File: src/rtl/core_pkg.sv
// Shared definitions for the Ludi-V core pipeline.
//   - funct3 encodings for RV32I load/store access size and sign
//   - mem_state_t : state of the memory stage bus sequencer
//   - access_misaligned() : alignment / legality check for a load or store
package core_pkg;

  localparam logic [2:0] F3_B  = 3'b000;
  localparam logic [2:0] F3_H  = 3'b001;
  localparam logic [2:0] F3_W  = 3'b010;
  localparam logic [2:0] F3_BU = 3'b100;
  localparam logic [2:0] F3_HU = 3'b101;

  typedef enum logic [1:0] {
    IDLE = 2'd0,
    REQ  = 2'd1,
    WAIT = 2'd2
  } mem_state_t;

  // Returns 1 when the access cannot go to the bus: halfwords must be
  // 2-byte aligned, words 4-byte aligned. Encodings 011/110/111 have no
  // RV32I meaning and are rejected the same way.
  function automatic logic access_misaligned(input logic [2:0] funct3,
                                             input logic [1:0] offset);
    logic bad;
    case (funct3)
      F3_B, F3_BU: bad = 1'b0;
      F3_H, F3_HU: bad = offset[0];
      F3_W:        bad = (offset != 2'b00);
      default:     bad = 1'b1;
    endcase
    return bad;
  endfunction

endpackage

File: src/rtl/load_align.sv
// Combinational load data alignment and extension.
//   rdata  : 32-bit word returned by the data bus
//   offset : byte offset of the access within the word (addr[1:0])
//   funct3 : RV32I load size/sign encoding
//   result : selected lane, sign- or zero-extended to 32 bits
module load_align
  import core_pkg::*;
(
  input  logic [31:0] rdata,
  input  logic [1:0]  offset,
  input  logic [2:0]  funct3,
  output logic [31:0] result
);

  logic [31:0] lane;

  // Shift the addressed byte/halfword down to bit 0.
  assign lane = rdata >> {offset, 3'b000};

  always_comb begin
    case (funct3)
      F3_B:    result = {{24{lane[7]}}, lane[7:0]};
      F3_H:    result = {{16{lane[15]}}, lane[15:0]};
      F3_BU:   result = {24'h000000, lane[7:0]};
      F3_HU:   result = {16'h0000, lane[15:0]};
      default: result = rdata;
    endcase
  end

endmodule

File: src/rtl/stage_memory.sv
// Ludi-V memory stage. Takes the registered execute outputs, performs
// RV32I loads/stores over a req/gnt/rvalid bus and presents a registered
// result to writeback. Upstream is stalled while a bus access is open.
//   execute_*      : instruction from execute (sampled only in IDLE)
//   stall          : upstream must hold its outputs
//   dmem_*         : data memory request/response channel
//   memory_*       : registered writeback result, memory_valid pulses once
//   misaligned_err : pulses for a misaligned or illegal access
//   bus_err        : pulses when gnt/rvalid did not arrive in time
module stage_memory
  import core_pkg::*;
#(
  parameter int unsigned TIMEOUT_CYCLES = 255
) (
  input  logic        clk,
  input  logic        rst_n,
  input  logic        execute_valid,
  input  logic [31:0] execute_alu_result,
  input  logic [4:0]  execute_rd,
  input  logic        execute_wr_enable,
  input  logic        execute_mem_to_reg,
  input  logic        execute_mem_write,
  input  logic [31:0] execute_store_data,
  input  logic [2:0]  execute_funct3,
  output logic        stall,
  output logic        dmem_req,
  output logic        dmem_we,
  output logic [31:0] dmem_addr,
  output logic [3:0]  dmem_be,
  output logic [31:0] dmem_wdata,
  input  logic        dmem_gnt,
  input  logic        dmem_rvalid,
  input  logic [31:0] dmem_rdata,
  output logic        memory_valid,
  output logic [4:0]  memory_rd,
  output logic        memory_wr_enable,
  output logic [31:0] memory_result,
  output logic        misaligned_err,
  output logic        bus_err
);

  localparam int unsigned CNT_W = (TIMEOUT_CYCLES < 2) ? 1 : $clog2(TIMEOUT_CYCLES);
  // The abort fires in the cycle the counter holds its last value, so the
  // sequencer spends exactly TIMEOUT_CYCLES cycles in REQ or WAIT.
  localparam logic [CNT_W-1:0] CNT_LAST = CNT_W'(TIMEOUT_CYCLES - 1);

  mem_state_t        state_q, state_d;
  logic [CNT_W-1:0]  cnt_q, cnt_d;
  logic [31:0]       addr_q, addr_d;
  logic [2:0]        funct3_q, funct3_d;
  logic              we_q, we_d;
  logic [3:0]        be_q, be_d;
  logic [31:0]       wdata_q, wdata_d;
  logic [4:0]        rd_q, rd_d;
  logic              wr_en_q, wr_en_d;
  logic              memory_valid_q, memory_valid_d;
  logic [4:0]        memory_rd_q, memory_rd_d;
  logic              memory_wr_enable_q, memory_wr_enable_d;
  logic [31:0]       memory_result_q, memory_result_d;
  logic              misaligned_err_q, misaligned_err_d;
  logic              bus_err_q, bus_err_d;

  logic [31:0] load_data;
  logic [3:0]  acc_be;
  logic [31:0] acc_wdata;
  logic        acc_bad;
  logic        timeout_hit;

  load_align u_load_align (
    .rdata  (dmem_rdata),
    .offset (addr_q[1:0]),
    .funct3 (funct3_q),
    .result (load_data)
  );

  // Lane placement for the incoming access; only funct3[1:0] selects size.
  always_comb begin
    case (execute_funct3[1:0])
      2'b00: begin
        acc_be    = 4'b0001 << execute_alu_result[1:0];
        acc_wdata = {4{execute_store_data[7:0]}};
      end
      2'b01: begin
        acc_be    = execute_alu_result[1] ? 4'b1100 : 4'b0011;
        acc_wdata = {2{execute_store_data[15:0]}};
      end
      default: begin
        acc_be    = 4'b1111;
        acc_wdata = execute_store_data;
      end
    endcase
  end

  assign acc_bad     = access_misaligned(execute_funct3, execute_alu_result[1:0]);
  assign timeout_hit = (TIMEOUT_CYCLES != 0) && (cnt_q == CNT_LAST);

  always_comb begin
    state_d            = state_q;
    cnt_d              = cnt_q;
    addr_d             = addr_q;
    funct3_d           = funct3_q;
    we_d               = we_q;
    be_d               = be_q;
    wdata_d            = wdata_q;
    rd_d               = rd_q;
    wr_en_d            = wr_en_q;
    memory_valid_d     = 1'b0;
    memory_rd_d        = memory_rd_q;
    memory_wr_enable_d = 1'b0;
    memory_result_d    = memory_result_q;
    misaligned_err_d   = 1'b0;
    bus_err_d          = 1'b0;

    case (state_q)
      IDLE: begin
        if (execute_valid) begin
          if (execute_mem_to_reg || execute_mem_write) begin
            if (acc_bad) begin
              // Faulting access retires immediately without touching the bus.
              memory_valid_d   = 1'b1;
              memory_rd_d      = execute_rd;
              memory_result_d  = 32'h0;
              misaligned_err_d = 1'b1;
            end else begin
              state_d  = REQ;
              cnt_d    = '0;
              addr_d   = execute_alu_result;
              funct3_d = execute_funct3;
              we_d     = execute_mem_write;
              be_d     = acc_be;
              wdata_d  = acc_wdata;
              rd_d     = execute_rd;
              wr_en_d  = execute_wr_enable;
            end
          end else begin
            memory_valid_d     = 1'b1;
            memory_rd_d        = execute_rd;
            memory_wr_enable_d = execute_wr_enable;
            memory_result_d    = execute_alu_result;
          end
        end
      end

      REQ: begin
        if (dmem_gnt) begin
          if (we_q) begin
            state_d         = IDLE;
            memory_valid_d  = 1'b1;
            memory_rd_d     = rd_q;
            memory_result_d = 32'h0;
          end else begin
            state_d = WAIT;
            cnt_d   = '0;
          end
        end else if (timeout_hit) begin
          state_d         = IDLE;
          memory_valid_d  = 1'b1;
          memory_rd_d     = rd_q;
          memory_result_d = 32'h0;
          bus_err_d       = 1'b1;
        end else begin
          cnt_d = cnt_q + 1'b1;
        end
      end

      WAIT: begin
        if (dmem_rvalid) begin
          state_d            = IDLE;
          memory_valid_d     = 1'b1;
          memory_rd_d        = rd_q;
          memory_wr_enable_d = wr_en_q;
          memory_result_d    = load_data;
        end else if (timeout_hit) begin
          state_d         = IDLE;
          memory_valid_d  = 1'b1;
          memory_rd_d     = rd_q;
          memory_result_d = 32'h0;
          bus_err_d       = 1'b1;
        end else begin
          cnt_d = cnt_q + 1'b1;
        end
      end

      default: state_d = IDLE;
    endcase
  end

  always_ff @(posedge clk or negedge rst_n) begin
    if (!rst_n) begin
      state_q            <= IDLE;
      cnt_q              <= '0;
      addr_q             <= 32'h0;
      funct3_q           <= 3'b000;
      we_q               <= 1'b0;
      be_q               <= 4'b0000;
      wdata_q            <= 32'h0;
      rd_q               <= 5'd0;
      wr_en_q            <= 1'b0;
      memory_valid_q     <= 1'b0;
      memory_rd_q        <= 5'd0;
      memory_wr_enable_q <= 1'b0;
      memory_result_q    <= 32'h0;
      misaligned_err_q   <= 1'b0;
      bus_err_q          <= 1'b0;
    end else begin
      state_q            <= state_d;
      cnt_q              <= cnt_d;
      addr_q             <= addr_d;
      funct3_q           <= funct3_d;
      we_q               <= we_d;
      be_q               <= be_d;
      wdata_q            <= wdata_d;
      rd_q               <= rd_d;
      wr_en_q            <= wr_en_d;
      memory_valid_q     <= memory_valid_d;
      memory_rd_q        <= memory_rd_d;
      memory_wr_enable_q <= memory_wr_enable_d;
      memory_result_q    <= memory_result_d;
      misaligned_err_q   <= misaligned_err_d;
      bus_err_q          <= bus_err_d;
    end
  end

  assign stall            = (state_q != IDLE);
  assign dmem_req         = (state_q == REQ);
  assign dmem_we          = we_q;
  assign dmem_addr        = {addr_q[31:2], 2'b00};
  assign dmem_be          = be_q;
  assign dmem_wdata       = wdata_q;
  assign memory_valid     = memory_valid_q;
  assign memory_rd        = memory_rd_q;
  assign memory_wr_enable = memory_wr_enable_q;
  assign memory_result    = memory_result_q;
  assign misaligned_err   = misaligned_err_q;
  assign bus_err          = bus_err_q;

endmodule

File: config.mk
export PLATFORM = sky130hd
export DESIGN_NAME = stage_memory
export DESIGN_NICKNAME = d
export VERILOG_FILES = /design/src/rtl/core_pkg.sv /design/src/rtl/load_align.sv /design/src/rtl/stage_memory.sv
export SDC_FILE = /design/constraint.sdc
export NUM_CORES = 1
export LEC_CHECK = 0
export ABC_CLOCK_PERIOD_IN_PS = 2700
export BUFFER_PORTS_ARGS = -buffer_cell sky130_fd_sc_hd__buf_2
export CORE_ASPECT_RATIO = 1.25
export CORE_MARGIN = 8
export CORE_UTILIZATION = 51
export DETAILED_ROUTE_END_ITERATION = 10
export PLACE_DENSITY = 0.82
export REMOVE_ABC_BUFFERS = 1
export SYNTH_ARGS = -nofsm -noshare
export SYNTH_HDL_FRONTEND = slang
export SYNTH_SLANG_ARGS = --single-unit
File: constraint.sdc
create_clock -name clk -period 2.7 [get_ports clk]
set_input_delay 0.27 -clock clk [delete_from_list [all_inputs] [get_ports clk]]
set_output_delay 0.27 -clock clk [all_outputs]
set_load 0.01 [all_outputs]
## Word level (Yosys, flattened, before mapping)

Index checks and enable logic that the tools add are counted.

| cells by class | value |
|---|---|
| $add $sub $neg | 1 |
| multiplexer cells | 55 |
| shift operators | 2 |
| equal/unequal tests | 18 |
| bitwise operators | 1 |
| reductions and logical operators | 14 |

Operator list:

| kind | count |
|---|---|
| 32-bit 2-to-1 mux | 7 |
| 32-bit case mux with 4 select lines | 1 |
| 32-bit case mux with 3 select lines | 1 |
| 32-bit case mux with 2 select lines | 1 |
| 8-bit 2-to-1 mux | 7 |
| 5-bit 2-to-1 mux | 7 |
| 32-bit by 5-bit >> shifter with 16-bit output | 1 |
| 8-bit case mux with 3 select lines | 1 |
| 1-bit 2-to-1 mux | 15 |
| 5-bit case mux with 3 select lines | 1 |
| 2-bit 2-to-1 mux | 7 |
| 3-bit equality test (second input constant) | 4 |
| 8-bit by 1-bit adder with 8-bit output (second input constant) | 1 |
| 8-bit equality test (second input constant) | 1 |
| 2-bit inequality test (second input constant) | 4 |
| 4-bit case mux with 2 select lines | 1 |
| 4-bit AND reduction | 2 |
| 3-bit by 1-bit equality test with 1-bit output (second input constant) | 2 |
| 3-bit zero test | 2 |
| 3-bit inequality test (second input constant) | 2 |
| 1-bit case mux with 3 select lines | 2 |
| 2-bit case mux with 3 select lines | 1 |
| 6-bit AND reduction | 1 |
| 2-bit by 1-bit equality test with 1-bit output (second input constant) | 2 |
| 13 further kinds | 17 |

| storage, ports and cells | value |
|---|---|
| flip-flop bits (word level) | 129 |

## Longest topological paths before layout

| logic depth | value |
|---|---|
| word-level depth | 7 |
| mapped depth | 10 |

## Hierarchy

From an unflattened synthesis, not the netlist that was laid out.

| second synthesis, totals | value |
|---|---|
| cell total of the unflattened synthesis | 640 |
| area, all modules | 6741.5 um2 |

By module, submodules not included:

| module | seq. area each (um2) | area an instance (um2) | cells an instance | instances |
|---|---|---|---|---|
| stage_memory | 3228.1 | 6049.6 | 534 | 1 |
| load_align | 0.0 | 691.9 | 106 | 1 |

## Worst setup path before layout

No wires, ideal clock.

| path | value |
|---|---|
| kind | reg2reg |
| start | register state_q[0] |
| end | register memory_result_q[7], in the netlist memory_result[7] |
| stages on the path, launching flop included | 10 |
| period minus slack after synthesis | 2.257 ns |
| setup time | 0.083 ns |
| buffers on the path | 3 |
| path slack | 0.443 ns |
| data arrival time | 2.174 ns |
| path through | dfrtp_1 inv_1 ha_1 clkbuf_1 nor3_1 nor2b_1 clkbuf_2 clkbuf_1 a22oi_1 o21ai_0 |

| on the way | value |
|---|---|
| longest elaborated chain between the ends | 3 |
| elaborated cells between the ends (all ways) | 9 |
| those cells by class | eq/ne: 5; mux: 1; reduce/logical: 3 |

Ends and longest elaborated chain:

| what | line | text |
|---|---|---|
| start: declaration | stage_memory.sv:47 | `mem_state_t state_q, state_d;` |
| start signal: assignment | stage_memory.sv:206 | `state_q <= state_d;` |
| 2-bit by 1-bit equality test with 1-bit output (tied with other cells) | stage_memory.sv:114 | `case (state_q)` |
| 3-bit by 2-bit inequality test with 1-bit output (no line) (tied with other cells) | - |  |
| 4-bit AND reduction (no line) | - |  |
| end signal: assignment | stage_memory.sv:218 | `memory_result_q <= memory_result_d;` |
| end: declaration | stage_memory.sv:59 | `logic [31:0] memory_result_q, memory_result_d;` |

Several ways; a longest one is shown, not always the timed one.
A chain may end at the register's enable or synchronous reset.

## Worst setup path after layout

| path | value |
|---|---|
| start | register state_q[1] |
| end | register memory_result_q[10], in the netlist memory_result[10] |

The elaborated chain is that of the path after synthesis.

==> impl_metrics.yaml <==
critical_path:
  crit_start: "state_q[1]"
  worstSetupPathType: "reg2reg"
  worstPathMaxFanout: 9
  arrival_ps: 2790
  r2r_setup_slack_ps: 260
  timing.rr.end: "memory_result[10]"
  rr_startpoint: "state_q[1]"
  r2r_cells: 7
  crit_required_ps: 3040
  worstSetupStartpointType: "flop"
  critPathCaptureType: "flop"
floorplanning:
  die_x_microns: 118
  core_sq_um: 12700
  row_count: 46
  initial_core_util: 0.522
  die_h_microns: 144
  die_area_sq_um: 17000
  pin_count: 224
logic_synthesis:
  ys_seq_area_frac: 0.486
  ys_seq_elements: 129
  synth_cell_types: 60
  yosysMostFrequentCell: "dfrtp_1"
  synth_area_leaders: "dfrtp_1, mux2i_1, mux2_2, a221o_1, buf_4"
  yosysTopAreaCellShare: 0.486
  synth_area_sq_um: 6640
  syn_avg_cell_area_sq_um: 10.6
  synth-edff-count: 0
  syn_inst: 625
  synthArstFlopShare: 1.00
  yosysTopAreaCell: "dfrtp_1"
  synth_top_cells_by_count: "dfrtp_1, nand2_1, o21ai_0, a21oi_1"
  synthFlopType: "dfrtp_1"
  yosys_warnings: 0
global_routing:
  grtUsageTotal: 0.230
  grt_first_pass_wirelength_microns: 30800
  antenna_found_initial: 2
  grt_pass1_vias: 5798
  gr-total-overflow: 0
  grt_max_degree: 67
clocking:
  cts_resized: 0
  htreeDepth: 4
  clock-root-buffer: "clkbuf_16"
  tritoncts: "yes"
  cts_buffer_depth: 2
  path_clk_slew_ps: 60
  cts.sinks: 129
  post_cts_buffers: 0
  cts_made_buffers: 17
  worstSkewPairLatency_ps: 410
final_layout:
  multi_input_area_sq_um: 2980
  fillers: 1055
  seqCellArea_sq_um: 3230
  instances_no_fill: 994
  nets: 930
  drive_above_1_share: 0.388
  syn_to_final_growth_pct: 25.3
  post-route-cell-area_sq_um: 8320
place:
  place_area_sq_um: 7700
  io_buffers: 221
  gp_congestion: 0.914
  dp_hpwl_microns: 14700
  post-place-cells: 960
routing:
  drt_iter0_markers: 461
  dr.pass1.iters: 6
  viasPerCell: 5.62
  wl_microns: 19300
  vias: 5590
  wl_per_cell_microns: 19.4
  antenna_left: 0
  route.detailed.drc: 0
min_path:
  holdPathStages: 2
  whs_endpoint: "wr_en_q"
  hp-class: "in2reg"
  hp-start: "execute_wr_enable"
sta:
  setup_viol: 0
  fmaxAchievable_ghz: 0.410
  min_period_over_period: 0.904
  hold_violations: 0
  final.setup.tns_ps: 0
  rsz0062_at_grt: "no"
  tightest_slew_ps: 1100
  final.setup_skew_ps: 8.68
  maxSlewViolCount: 0
  period_needed_ps: 2440
  whs_ps: 98.1
  relSlewSlack: 0.267
power_and_ir_drop:
  vdd_drop_max_mv: 0.592
  p_total_w: 0.00957
  power.density_nw_per_um2: 1150
  power.leakage_nw: 4.08
run_status:
  outcome: "finished clean"
flow_run:
  maxCapViolations: 0
-- through the flow --
stage	util	setup WS [ps]
final	0.654	258
after global routing	0.654	101
after CTS	0.654	265
after detailed placement	0.605	310
after global placement	0.605	345
after floorplan	-	-386
-- flip-flops by register name, indices dropped and copies added, names as in the netlist --
register,cells
addr_q,32
bus_err,1
cnt_q,8
dmem_be,4
dmem_wdata,32
dmem_we,1
funct3_q,3
memory_rd,5
memory_result,32
memory_valid,1
memory_wr_enable,1
misaligned_err,1
rd_q,5
state_q,2
wr_en_q,1
-- worst max path at each step --
stage                   endpoint  cells past startpoint
2_1_floorplan          addr_q[2]                      4
3_3_place_gp   memory_result[10]                      7
3_5_place_dp   memory_result[15]                      7
4_1_cts        memory_result[10]                      7
5_1_grt        memory_result[10]                      7
6_report       memory_result[10]                      7
-- metal layers --
| metal | wire, microns | vias to the layer above | global-route usage |
|---|---|---|---|
| met1 | 7540 | 2673 | 0.252 |
| met2 | 9470 | 248 | 0.388 |
| li1 | - | 2620 | - |
| met3 | 1740 | 45 | 0.0954 |
| met5 | 27 | - | 0 |
| met4 | 528 | 4 | 0.0926 |
-- layout by cell type (no fill, tap or decap), types with 6 or more instances in the layout --
master and instances:
a221o_1 27, dfrtp_1 129, clkbuf_16 17, o2bb2ai_1 8
mux2_1 21, ha_1 6, mux2_2 29, buf_4 14
nor3_1 28, mux2i_1 33, nor2b_1 32, o21ai_0 36
nor2_1 28, o21ai_1 16, a21oi_1 35, inv_1 8
nand2_1 52, a31o_2 6, a222oi_1 6, buf_2 220
-- cell families (layout without fill, tap and decap cells) --
kind of cell	after synthesis	after routing	synth area share
AND/OR/NAND/NOR	169	169	0.128
AO/OA/AOI/OAI	157	157	0.168
flip-flops	129	129	0.486
multiplexers	84	84	0.138
buffers and inverters	79	278	0.0682
adder cells (fa/ha/maj)	6	6	0.0113
other	1	3	0.000565
-- critical path: stages, from the launching register on --
cell and delay (ps):
dfrtp_1 390, inv_1 80, ha_1 430, nand3_1 250, nor4_2 400, nand2_2 240, nor3_1 420, a221o_1 180
-- where the power goes --
part / total (W) / switching (W) / internal [W]
Combinational: 0.00389 / 0.00217 / 0.00172
Sequential: 0.00333 / 0.000529 / 0.00280
Clock: 0.00235 / 0.000882 / 0.00147
-- cell type report --
class / instances / area share
Tap cell: 168 / 0.0253
Inverter: 8 / 0.00361
Clock inverter: 14 / 0.0214
Antenna cell: 1 / 0.000301
Sequential cell: 129 / 0.388
Timing Repair Buffer: 238 / 0.152
Multi-Input combinational cell: 418 / 0.358
Clock buffer: 18 / 0.0516
-- what timing repair did --
action                     in CTS  in global routing
setup endpoints to repair       0                  0
hold buffers                    1                  0
hold endpoints to repair       49                  0
(Power assumes the default switching activity.)
